==> src/rtl/icache_port_arbiter.sv <==
`default_nettype none
// ============================================================================
// Module   : icache_port_arbiter
// Brief    : Round-robin arbiter that shares one I-cache fetch port among
//            NUM_SM Fetch units. Optional macro ICACHE_ARB_B2B_EN enables
//            back-to-back issue, so there is no IDLE bubble between grants.
// Revision : 1.0
// ============================================================================
module icache_port_arbiter #(
  parameter int NUM_SM           = 4,
  parameter int NUM_SM_LOG       = 2,
  parameter int SIZE_PC          = 32,
  parameter int SIZE_INSTRUCTION = 64
) (
  input  logic                          clk,
  input  logic                          reset,
  input  logic [NUM_SM-1:0]             fetchReq_i,
  input  logic [NUM_SM*SIZE_PC-1:0]     fetchPC_i,
  input  logic [NUM_SM-1:0]             flush_i,
  output logic [NUM_SM-1:0]             grant_o,
  output logic [NUM_SM-1:0]             fetchValid_o,
  output logic [SIZE_INSTRUCTION-1:0]   instruction0_o,
  output logic [SIZE_INSTRUCTION-1:0]   instruction1_o,
  output logic                          cacheReq_o,
  output logic [SIZE_PC-1:0]            PC_o,
  output logic [SIZE_PC-1:0]            PCadd1_o,
  input  logic                          cacheAck_i,
  input  logic                          cacheValid_i,
  input  logic [SIZE_INSTRUCTION-1:0]   instruction0_i,
  input  logic [SIZE_INSTRUCTION-1:0]   instruction1_i,
  output logic                          busy_o
);

  localparam logic [1:0] S_IDLE  = 2'd0;
  localparam logic [1:0] S_ISSUE = 2'd1;
  localparam logic [1:0] S_WAIT  = 2'd2;

  logic [1:0]                  state_q, state_d;
  logic [NUM_SM_LOG-1:0]       rrPtr_q, rrPtr_d;
  logic [NUM_SM_LOG-1:0]       winner_q, winner_d;
  logic [SIZE_PC-1:0]          pc_q, pc_d;
  logic [SIZE_PC-1:0]          pcAdd1_q, pcAdd1_d;
  logic                        dropped_q, dropped_d;
  logic [NUM_SM-1:0]           grant_q, grant_d;
  logic [NUM_SM-1:0]           fetchValid_q, fetchValid_d;
  logic [SIZE_INSTRUCTION-1:0] instr0_q, instr0_d;
  logic [SIZE_INSTRUCTION-1:0] instr1_q, instr1_d;

  logic [SIZE_PC-1:0]          pcArr_w [NUM_SM];
  logic [NUM_SM-1:0]           eligible_w;
  logic [NUM_SM-1:0]           winnerOneHot_w;
  logic                        flushWinner_w;
  logic [NUM_SM_LOG-1:0]       arbBase_w;
  logic [NUM_SM-1:0]           arbReq_w;
  logic [NUM_SM_LOG:0]         arbResult_w;
  logic                        arbFound_w;
  logic [NUM_SM_LOG-1:0]       arbIdx_w;

  genvar k;
  generate
    for (k = 0; k < NUM_SM; k++) begin : g_pc_unpack
      assign pcArr_w[k] = fetchPC_i[k*SIZE_PC +: SIZE_PC];
    end
  endgenerate

  // First requester at or after base, modulo NUM_SM; MSB flags a hit.
  function automatic logic [NUM_SM_LOG:0] rr_pick(
    input logic [NUM_SM_LOG-1:0] base,
    input logic [NUM_SM-1:0]     req
  );
    logic [NUM_SM_LOG:0]   res;
    logic [NUM_SM_LOG-1:0] idx;
    res = '0;
    for (int i = NUM_SM - 1; i >= 0; i--) begin
      idx = base + NUM_SM_LOG'(i);
      if (req[idx]) res = {1'b1, idx};
    end
    return res;
  endfunction

  assign eligible_w     = fetchReq_i & ~flush_i;
  assign winnerOneHot_w = NUM_SM'(1) << winner_q;
  assign flushWinner_w  = flush_i[winner_q];

`ifdef ICACHE_ARB_B2B_EN
  // In WAIT the next winner is picked from winner+1, excluding the SM being served.
  assign arbBase_w = (state_q == S_WAIT) ? (winner_q + NUM_SM_LOG'(1)) : rrPtr_q;
  assign arbReq_w  = (state_q == S_WAIT) ? (eligible_w & ~winnerOneHot_w) : eligible_w;
`else
  assign arbBase_w = rrPtr_q;
  assign arbReq_w  = eligible_w;
`endif

  assign arbResult_w = rr_pick(arbBase_w, arbReq_w);
  assign arbFound_w  = arbResult_w[NUM_SM_LOG];
  assign arbIdx_w    = arbResult_w[NUM_SM_LOG-1:0];

  always_ff @(posedge clk or negedge reset) begin
    if (!reset) begin
      state_q <= S_IDLE;
    end else begin
      state_q <= state_d;
    end
  end

  always_ff @(posedge clk or negedge reset) begin
    if (!reset) begin
      rrPtr_q      <= '0;
      winner_q     <= '0;
      pc_q         <= '0;
      pcAdd1_q     <= '0;
      dropped_q    <= 1'b0;
      grant_q      <= '0;
      fetchValid_q <= '0;
      instr0_q     <= '0;
      instr1_q     <= '0;
    end else begin
      rrPtr_q      <= rrPtr_d;
      winner_q     <= winner_d;
      pc_q         <= pc_d;
      pcAdd1_q     <= pcAdd1_d;
      dropped_q    <= dropped_d;
      grant_q      <= grant_d;
      fetchValid_q <= fetchValid_d;
      instr0_q     <= instr0_d;
      instr1_q     <= instr1_d;
    end
  end

  always_comb begin
    state_d      = state_q;
    rrPtr_d      = rrPtr_q;
    winner_d     = winner_q;
    pc_d         = pc_q;
    pcAdd1_d     = pcAdd1_q;
    dropped_d    = dropped_q;
    grant_d      = grant_q;
    fetchValid_d = '0;
    instr0_d     = instr0_q;
    instr1_d     = instr1_q;
    case (state_q)
      S_IDLE: begin
        if (arbFound_w) begin
          state_d   = S_ISSUE;
          winner_d  = arbIdx_w;
          pc_d      = pcArr_w[arbIdx_w];
          pcAdd1_d  = pcArr_w[arbIdx_w] + SIZE_PC'(1);
          grant_d   = NUM_SM'(1) << arbIdx_w;
          dropped_d = 1'b0;
        end
      end
      S_ISSUE: begin
        if (cacheAck_i) begin
          state_d   = S_WAIT;
          dropped_d = flushWinner_w;
        end else if (flushWinner_w) begin
          state_d = S_IDLE;
          grant_d = '0;
          rrPtr_d = winner_q + NUM_SM_LOG'(1);
        end
      end
      S_WAIT: begin
        if (cacheValid_i) begin
          instr0_d = instruction0_i;
          instr1_d = instruction1_i;
          // A flush arriving with the data still suppresses delivery.
          if (!dropped_q && !flushWinner_w) fetchValid_d = winnerOneHot_w;
          rrPtr_d   = winner_q + NUM_SM_LOG'(1);
          grant_d   = '0;
          dropped_d = 1'b0;
          state_d   = S_IDLE;
`ifdef ICACHE_ARB_B2B_EN
          if (arbFound_w) begin
            state_d   = S_ISSUE;
            winner_d  = arbIdx_w;
            pc_d      = pcArr_w[arbIdx_w];
            pcAdd1_d  = pcArr_w[arbIdx_w] + SIZE_PC'(1);
            grant_d   = NUM_SM'(1) << arbIdx_w;
          end
`endif
        end else if (flushWinner_w) begin
          dropped_d = 1'b1;
        end
      end
      default: begin
        state_d = S_IDLE;
        grant_d = '0;
      end
    endcase
  end

  always_comb begin
    grant_o        = grant_q;
    fetchValid_o   = fetchValid_q;
    instruction0_o = instr0_q;
    instruction1_o = instr1_q;
    PC_o           = pc_q;
    PCadd1_o       = pcAdd1_q;
    cacheReq_o     = (state_q == S_ISSUE);
    busy_o         = (state_q != S_IDLE);
  end

endmodule
`default_nettype wire

==> config.mk <==
export PLATFORM = sky130hd
export DESIGN_NAME = icache_port_arbiter
export DESIGN_NICKNAME = d
export VERILOG_FILES = /design/src/rtl/icache_port_arbiter.sv
export SDC_FILE = /design/constraint.sdc
export NUM_CORES = 1
export LEC_CHECK = 0
export CAP_MARGIN = 20
export CELL_PAD_IN_SITES_DETAIL_PLACEMENT = 0
export CELL_PAD_IN_SITES_GLOBAL_PLACEMENT = 1
export CORE_MARGIN = 4
export CORE_UTILIZATION = 34
export DETAILED_ROUTE_END_ITERATION = 8
export GPL_TIMING_DRIVEN = 0
export PLACE_DENSITY = 0.95
export SYNTH_ARGS = -nofsm -noshare
export SYNTH_HDL_FRONTEND = slang
export SYNTH_SLANG_ARGS = --single-unit
==> constraint.sdc <==
create_clock -name clk -period 6.3 [get_ports clk]
set_clock_uncertainty 0.15 [all_clocks]
set_input_delay 1.575 -clock clk [delete_from_list [all_inputs] [get_ports clk]]
set_output_delay 1.575 -clock clk [all_outputs]
set_load 0.01 [all_outputs]
==> out/metrics.cfg, run 1 <==
[placed_design]
placed_cells = 1843
placed_area_mm2 = 0.0155
io_buffers = 469
detailed_place_hpwl_um = 35900
globalplace.congestion = 0.950

[power]
p_sw_share_pct = 36.3
p_leak_uw = 0.00683
p_per_area_mw_per_mm2 = 456
p_int_uw = 4730
peakVddDrop_mv = 0.197
finalPower_uw = 7420
clkPwrFrac_pct = 17.6
pwr-share-comb_pct = 50.9
p_seq_share_pct = 31.5
netSwitchingPower_uw = 2700

[clocking]
cts_setup_buffers = 0
clk_latency_ps = 520
cts_buffers = 23
cts_tree = yes
hold_buffers = 0
clock-sinks = 207
htreeDepth = 1
clock-root-buffer = clkbuf_16
clkTransAtPathRegs_ps = 60
cts_max_path_buffers = 3

[sta]
min_period_ps = 6160
drv_slew = 0
fin_crit_sh_pct = 97.7
fmax_ghz = 0.162
slew-limit-headroom_pct = 31.3
tightest_slew_ps = 1030
setup_viol = 0
hold_viol = 0
setup-tns-final_ps = 0

[die]
initial_core_util_pct = 34.6
rows = 63
dieWidth_um = 182
die_y_um = 182
core_area_mm2 = 0.0298
io_pins = 470
die_area_mm2 = 0.0332

[critical_path]
critPathRequiredTime_ps = 6590
worst_ep_arrival_time_ps = 6440
critPathSlowestCell = buf_1
slowest_delay_ps = 630
endpoint_kind = flip-flop
critical_path_class = primary input to flip-flop
crit_fanout = 10
crit_path_cell_trace = clkdlybuf4s50_1 -> or3b_2 -> o311a_1 -> nor2_1 -> buf_2 -> buf_1 -> buf_2 -> a31oi_1 -> ha_1 -> inv_1 -> a2111o_1 -> and4bb_2 -> a31o_1 -> a31oi_1
crit_path_start_kind = primary input

[final_layout]
fin_cells = 1886
layout.nets = 1753
stdcell_area_mm2 = 0.0163
final_cell_mix = 468 x clkdlybuf4s50_1, 207 x dfrtp_1, 178 x nand2_1
seq_area_mm2 = 0.00518
drive_gt1_share_pct = 13.8
fillers = 2628
multi_input_area_mm2 = 0.00486
area_delta_synth_final_pct = 57.8
layout_commonest_cell = clkdlybuf4s50_1

[yosys]
synthesis.area_mm2 = 0.0103
yosys_register_bits = 207
async_reset_ff_share_pct = 100
yosysUniqueCellTypes = 68
ys_seq_area_share_pct = 50.2
synth_ff_type = dfrtp_1
yosys_warnings = 0
synth_nets = 1259
syn_area_per_cell_um2 = 10.5
syn_inst = 983
synth-edff-count = 0

[hold_path]
hp-class = flip-flop to flip-flop

[drt]
wire_per_inst_um = 23.8
met2_length_um = 21800
dr.pass1.iters = 5
vias = 10000
drcViolationCount = 0
drt-total-wl_um = 44800
routed-wl-met3_um = 4060
viasPerCell = 5.30
drtAntennaViolNets = 0
dr.first_iter.drc_count = 666
highest_layer = met5
wl_met1_um = 17400

[status]
status = finished, final reports clean

[grt]
grt_pass1_vias = 10373
grt_overflow = 0
antenna_found_initial = 7
grt_util_all_layers_pct = 25.9
grt_max_degree = 119
grt_pass1_wl_um = 66100

[run]
max-cap-violations = 0

[per-stage QoR]
step / worst slack (ps) / utilization [%] / hold WS, ps
after floorplan: 1150 / - / 321
after global placement: -5150 / 52.0 / 315
after detailed placement: -643 / 52.1 / 315
after CTS: 14.8 / 54.6 / 329
after global routing: -5.21 / 54.6 / 338
final: 143 / 54.6 / 327
[registers in the layout (all words and copies together) (netlist names)]
register        cells
PCadd1_o           32
instruction0_o     64
winner_q            2
PC_o               32
grant_o             4
instruction1_o     64
state_q             2
fetchValid_o        4
arbBase_w           2
dropped_q           1
[repair_timing]
action                                  4_1_cts  5_1_grt
hold endpoints to repair                      0        0
cloned                                        0        0
resized for setup                             1        9
endpoints found under the setup margin        1        8
[power groups by stage]
| stage | combinational (uW) | clock [uW] | sequential, uW |
|---|---|---|---|
| finish | 3780 | 1310 | 2340 |
| global route | 4020 | 1400 | 2410 |
| CTS | 3820 | 1340 | 2340 |
| detailed placement | 3790 | 0 | 2350 |
| global placement | 3740 | 0 | 2310 |
| floorplan | 1350 | 0 | 2620 |
[cells by family after synthesis]
logic type | synth area share [%]
flip-flops | 50.2
AND/OR/NAND/NOR | 14.7
AO/OA/AOI/OAI | 13.2
XOR/XNOR | 1.87
buffers and inverters | 2.67
adder cells (fa/ha/maj) | 0.971
multiplexers | 16.3
[worst max-delay path, delay by kind of cell]
| family | cells | cell delay, ps |
|---|---|---|
| buf+inv | 5 | 2120 |
| simple gates | 3 | 1380 |
| compound gates | 5 | 1100 |
| fa+ha+maj | 1 | 260 |
[synthesized netlist by cell type (8+ instances only)]
library cell | instances | area share, %
xor2_1 | 11 | 0.93
a21o_1 | 8 | 0.58
nand2_1 | 178 | 6.5
dfrtp_1 | 207 | 50
ha_1 | 8 | 0.97
a211oi_1 | 17 | 1.2
a21boi_0 | 8 | 0.58
nand4_1 | 11 | 0.67
a21oi_1 | 13 | 0.63
mux2i_1 | 12 | 1.2
nor2_1 | 30 | 1.1
o211ai_1 | 12 | 0.87
xnor2_1 | 11 | 0.93
a31oi_1 | 8 | 0.49
o21ai_0 | 83 | 4.0
and3_1 | 26 | 1.6
buf_1 | 9 | 0.33
mux2_2 | 136 | 15
clkbuf_1 | 46 | 1.7
nand3_1 | 31 | 1.5
nor3_1 | 9 | 0.44
a31o_2 | 11 | 0.93
[final cells by class]
class | instances | share of cell area, %
sequential | 207 | 31.8
tap | 390 | 3.00
multi-input combinational | 706 | 29.9
timing repair buffer | 470 | 29.1
antenna | 4 | 0.0615
inverter | 7 | 0.161
clock inverter | 6 | 0.446
clock buffer | 34 | 4.04
buffer | 62 | 1.55
[final timing paths]
kind,startpoint,endpoint,slack (ps),cells after the start
worst max-delay path,flush_i[2],PCadd1_o[30]$_DFFE_PN0P_,140,14
worst min-delay path,PCadd1_o[1]$_DFFE_PN0P_,PCadd1_o[1]$_DFFE_PN0P_,330,2
worst max register to register,arbBase_w[0]$_DFFE_PN0P_,PCadd1_o[30]$_DFFE_PN0P_,1270,13
worst min register to register,PCadd1_o[1]$_DFFE_PN0P_,PCadd1_o[1]$_DFFE_PN0P_,330,2
max in group asynchronous,reset,fetchValid_o[1]$_DFF_PN0_,4070,2
min in group asynchronous,reset,instruction1_o[14]$_DFFE_PN0P_,910,1
[routing by layer]
layer  track usage [%]  vias to the layer above
met5                 0                        -
met4              8.65                        6
met3              7.45                       97
met2              44.3                      493
met1              31.4                     4877
li1                  -                     4527
Note: power is estimated with default switching activity, not from simulation.
==> run 2: changes to the inputs <==
--- a/config.mk
+++ b/config.mk
@@ -16,3 +16,4 @@
 export SYNTH_ARGS = -nofsm -noshare
 export SYNTH_HDL_FRONTEND = slang
 export SYNTH_SLANG_ARGS = --single-unit
+export TNS_END_PERCENT = 1
==> results of run 2 <==
Final layout, timing and power as in run 1 (identical DEF).
==> run 3: changes to the inputs <==
--- a/config.mk
+++ b/config.mk
@@ -12,6 +12,7 @@
 export CORE_UTILIZATION = 34
 export DETAILED_ROUTE_END_ITERATION = 8
 export GPL_TIMING_DRIVEN = 0
+export MAX_ROUTING_LAYER = met4
 export PLACE_DENSITY = 0.95
 export SYNTH_ARGS = -nofsm -noshare
 export SYNTH_HDL_FRONTEND = slang
==> out/metrics.cfg, run 3 (same netlist as run 1, synthesis figures left out) <==
[die]
initial_core_util_pct = 34.6  ; unchanged
die_y_um = 182  ; unchanged
io_pins = 470  ; unchanged
core_area_mm2 = 0.0298  ; unchanged
die_area_mm2 = 0.0332  ; unchanged
dieWidth_um = 182  ; unchanged
rows = 63  ; unchanged

[clocking]
clock-root-buffer = clkbuf_16
clk_latency_ps = 520  ; about the same
cts_max_path_buffers = 3  ; unchanged
cts_setup_buffers = 0  ; unchanged
clock-sinks = 207  ; unchanged
cts_tree = yes
htreeDepth = 1  ; unchanged
clkTransAtPathRegs_ps = 70  ; about the same
cts_buffers = 23  ; unchanged

[power]
p_sw_share_pct = 36.2  ; -0.12 points
finalPower_uw = 7430  ; +0.13%
pwr-share-comb_pct = 50.8  ; about the same
p_seq_share_pct = 31.4  ; about the same
p_leak_uw = 0.00682  ; -0.12%
p_int_uw = 4740  ; +0.32%
p_per_area_mw_per_mm2 = 457  ; +0.19%
clkPwrFrac_pct = 17.8  ; +0.2 points
netSwitchingPower_uw = 2690  ; -0.22%
peakVddDrop_mv = 0.183  ; -7.1%

[critical_path]
setup.worst_path.end = PCadd1_o[28]$_DFFE_PN0P_
slowest_delay_ps = 530  ; -100 ps
critical_path_class = primary input to flip-flop
worst_ep_arrival_time_ps = 6260  ; -180 ps
critPathSlowestCell = clkdlybuf4s50_1
ff2ff_setup_slack_ps = 1420  ; +150 ps
r2r-end = PCadd1_o[28]$_DFFE_PN0P_
crit_path_cell_trace = clkdlybuf4s50_1 -> and3b_1 -> o22a_1 -> buf_2 -> nor2_2 -> clkbuf_2 -> buf_2 -> buf_2 -> nand2_1 -> a31oi_1 -> ha_1 -> inv_1 -> a2111o_1 -> nor3b_4 -> nand4_1 -> mux2_1
crit_fanout = 10  ; unchanged
critPathRequiredTime_ps = 6540  ; -50 ps
worst_path_most_repeated_cell = buf_2
worst-path-buf-inv = 6  ; +1
crit_path_start_kind = primary input
path_depth = 16  ; +2
rr_startpoint = arbBase_w[1]$_DFFE_PN0P_
rr_worst_depth = 15  ; +2
endpoint_kind = flip-flop
cp-startpoint = flush_i[0]
crit_family = buffers and inverters

[grt]
grt_pass1_vias = 10419  ; +0.44%
grt_overflow = 0  ; unchanged
grt_max_degree = 119  ; unchanged
grt_pass1_wl_um = 66400  ; +0.48%
grt_util_all_layers_pct = 26.9  ; +0.99 points
antenna_found_initial = 3  ; -4

[sta]
tightest_slew_ps = 1000  ; -26.8 ps
rsz0062_at_grt = no
slew-limit-headroom_pct = 33.1  ; +1.8 points
fin_crit_sh_pct = 95.6  ; -2.1 points
drv_slew = 0  ; unchanged
hold_viol = 0  ; unchanged
fmax_ghz = 0.166  ; +2.2%
min_period_ps = 6030  ; -132 ps
setup-tns-final_ps = 0  ; unchanged
setup_viol = 0  ; unchanged

[drt]
viasPerCell = 5.29  ; -0.24%
wire_per_inst_um = 23.9  ; +0.65%
dr.first_iter.drc_count = 746  ; +12%
dr.pass1.iters = 5  ; unchanged
drcViolationCount = 0  ; unchanged
vias = 9965  ; -0.35%
drt-total-wl_um = 45100  ; +0.54%
drtAntennaViolNets = 0  ; unchanged

[final_layout]
final_cell_mix = 468 x clkdlybuf4s50_1, 207 x dfrtp_1, 178 x nand2_1
layout.nets = 1751  ; -0.11%
area_delta_synth_final_pct = 57.7  ; about the same
stdcell_area_mm2 = 0.0163  ; about the same
fin_cells = 1884  ; -0.11%
drive_gt1_share_pct = 13.7  ; -0.058 points
layout_commonest_cell = clkdlybuf4s50_1

[placed_design]
placed_area_mm2 = 0.0155  ; unchanged
globalplace.congestion = 0.956  ; +0.60%
detailed_place_hpwl_um = 35900  ; +0.13%
io_buffers = 469  ; unchanged
placed_cells = 1843  ; unchanged

[status]
status = finished, final reports clean

[run]
max-cap-violations = 0  ; unchanged

[hold_path]
hp-class = flip-flop to flip-flop

==> run 3: changes by cell type in the layout (fill, tap and decap cells not counted), sizes merged <==
| cell | delta |
|---|---|
| diode | -1 |
| bufinv | +1 |
| buf | -1 |
| clkinv | -1 |
==> run 3: cell type report <==
cell class,count,area [um^2]
inverters,7,26.3
plain buffers,60,245
multi-input cells,706,4860
well taps,390,488
flip-flops and latches,207,5180
repair buffers,470,4730
clock buffers,35,641
clock inverters,6,86.3
fillers,2588,13500
diodes,3,7.51
==> run 3: worst min-delay path by stage <==
stage	start	depth (start not counted)	endpoint	slack, ps
after floorplan	dropped_q$_DFFE_PN0P_	2	dropped_q$_DFFE_PN0P_	320
after global placement	PC_o[11]$_DFFE_PN0P_	2	PC_o[11]$_DFFE_PN0P_	310
after detailed placement	PC_o[29]$_DFFE_PN0P_	1	PC_o[29]$_DFFE_PN0P_	320
after CTS	PC_o[28]$_DFFE_PN0P_	2	PC_o[28]$_DFFE_PN0P_	330
after global routing	PCadd1_o[1]$_DFFE_PN0P_	2	PCadd1_o[1]$_DFFE_PN0P_	350
final	PC_o[11]$_DFFE_PN0P_	2	PC_o[11]$_DFFE_PN0P_	320
==> run 3: metrics by stage <==
stage          setup slack (ps)  hold slack, ps  utilization, %
6_report                    275             325            54.6
5_1_grt                    69.8             350            54.6
4_1_cts                    30.2             332            54.6
3_5_place_dp               -758             319            52.1
3_3_place_gp              -5180             314            52.0
2_1_floorplan              1150             321               -
==> run 3: per-layer routing <==
metal  part of all wire [%]  GRT usage (%)
met5                      0              -
met4                    3.9           9.97
met3                    9.3           7.43
met2                     48           43.9
met1                     39           31.9
==> run 3: what timing repair did <==
item | CTS | global route
endpoints found under the setup margin | 8 | 8
gates resized for setup | 3 | 6
hold buffers | 0 | 0
==> run 3: worst register-to-register path: stages, from the launching register on <==
cell and delay (ps):
dfrtp_1 440, and3b_1 260, o22a_1 300, buf_2 250, nor2_2 290, clkbuf_2 330
buf_2 360, buf_2 340, nand2_1 90, a31oi_1 250, ha_1 240, inv_1 110
a2111o_1 480, nor3b_4 400, nand4_1 150, mux2_1 330
==> run 3: power groups by stage <==
stage	clock, uW	combinational (uW)	sequential (uW)
5_1_grt	1420	4020	2410
6_report	1320	3770	2330
3_5_place_dp	0	3800	2350
2_1_floorplan	0	1350	2620
4_1_cts	1360	3820	2330
3_3_place_gp	0	3740	2320
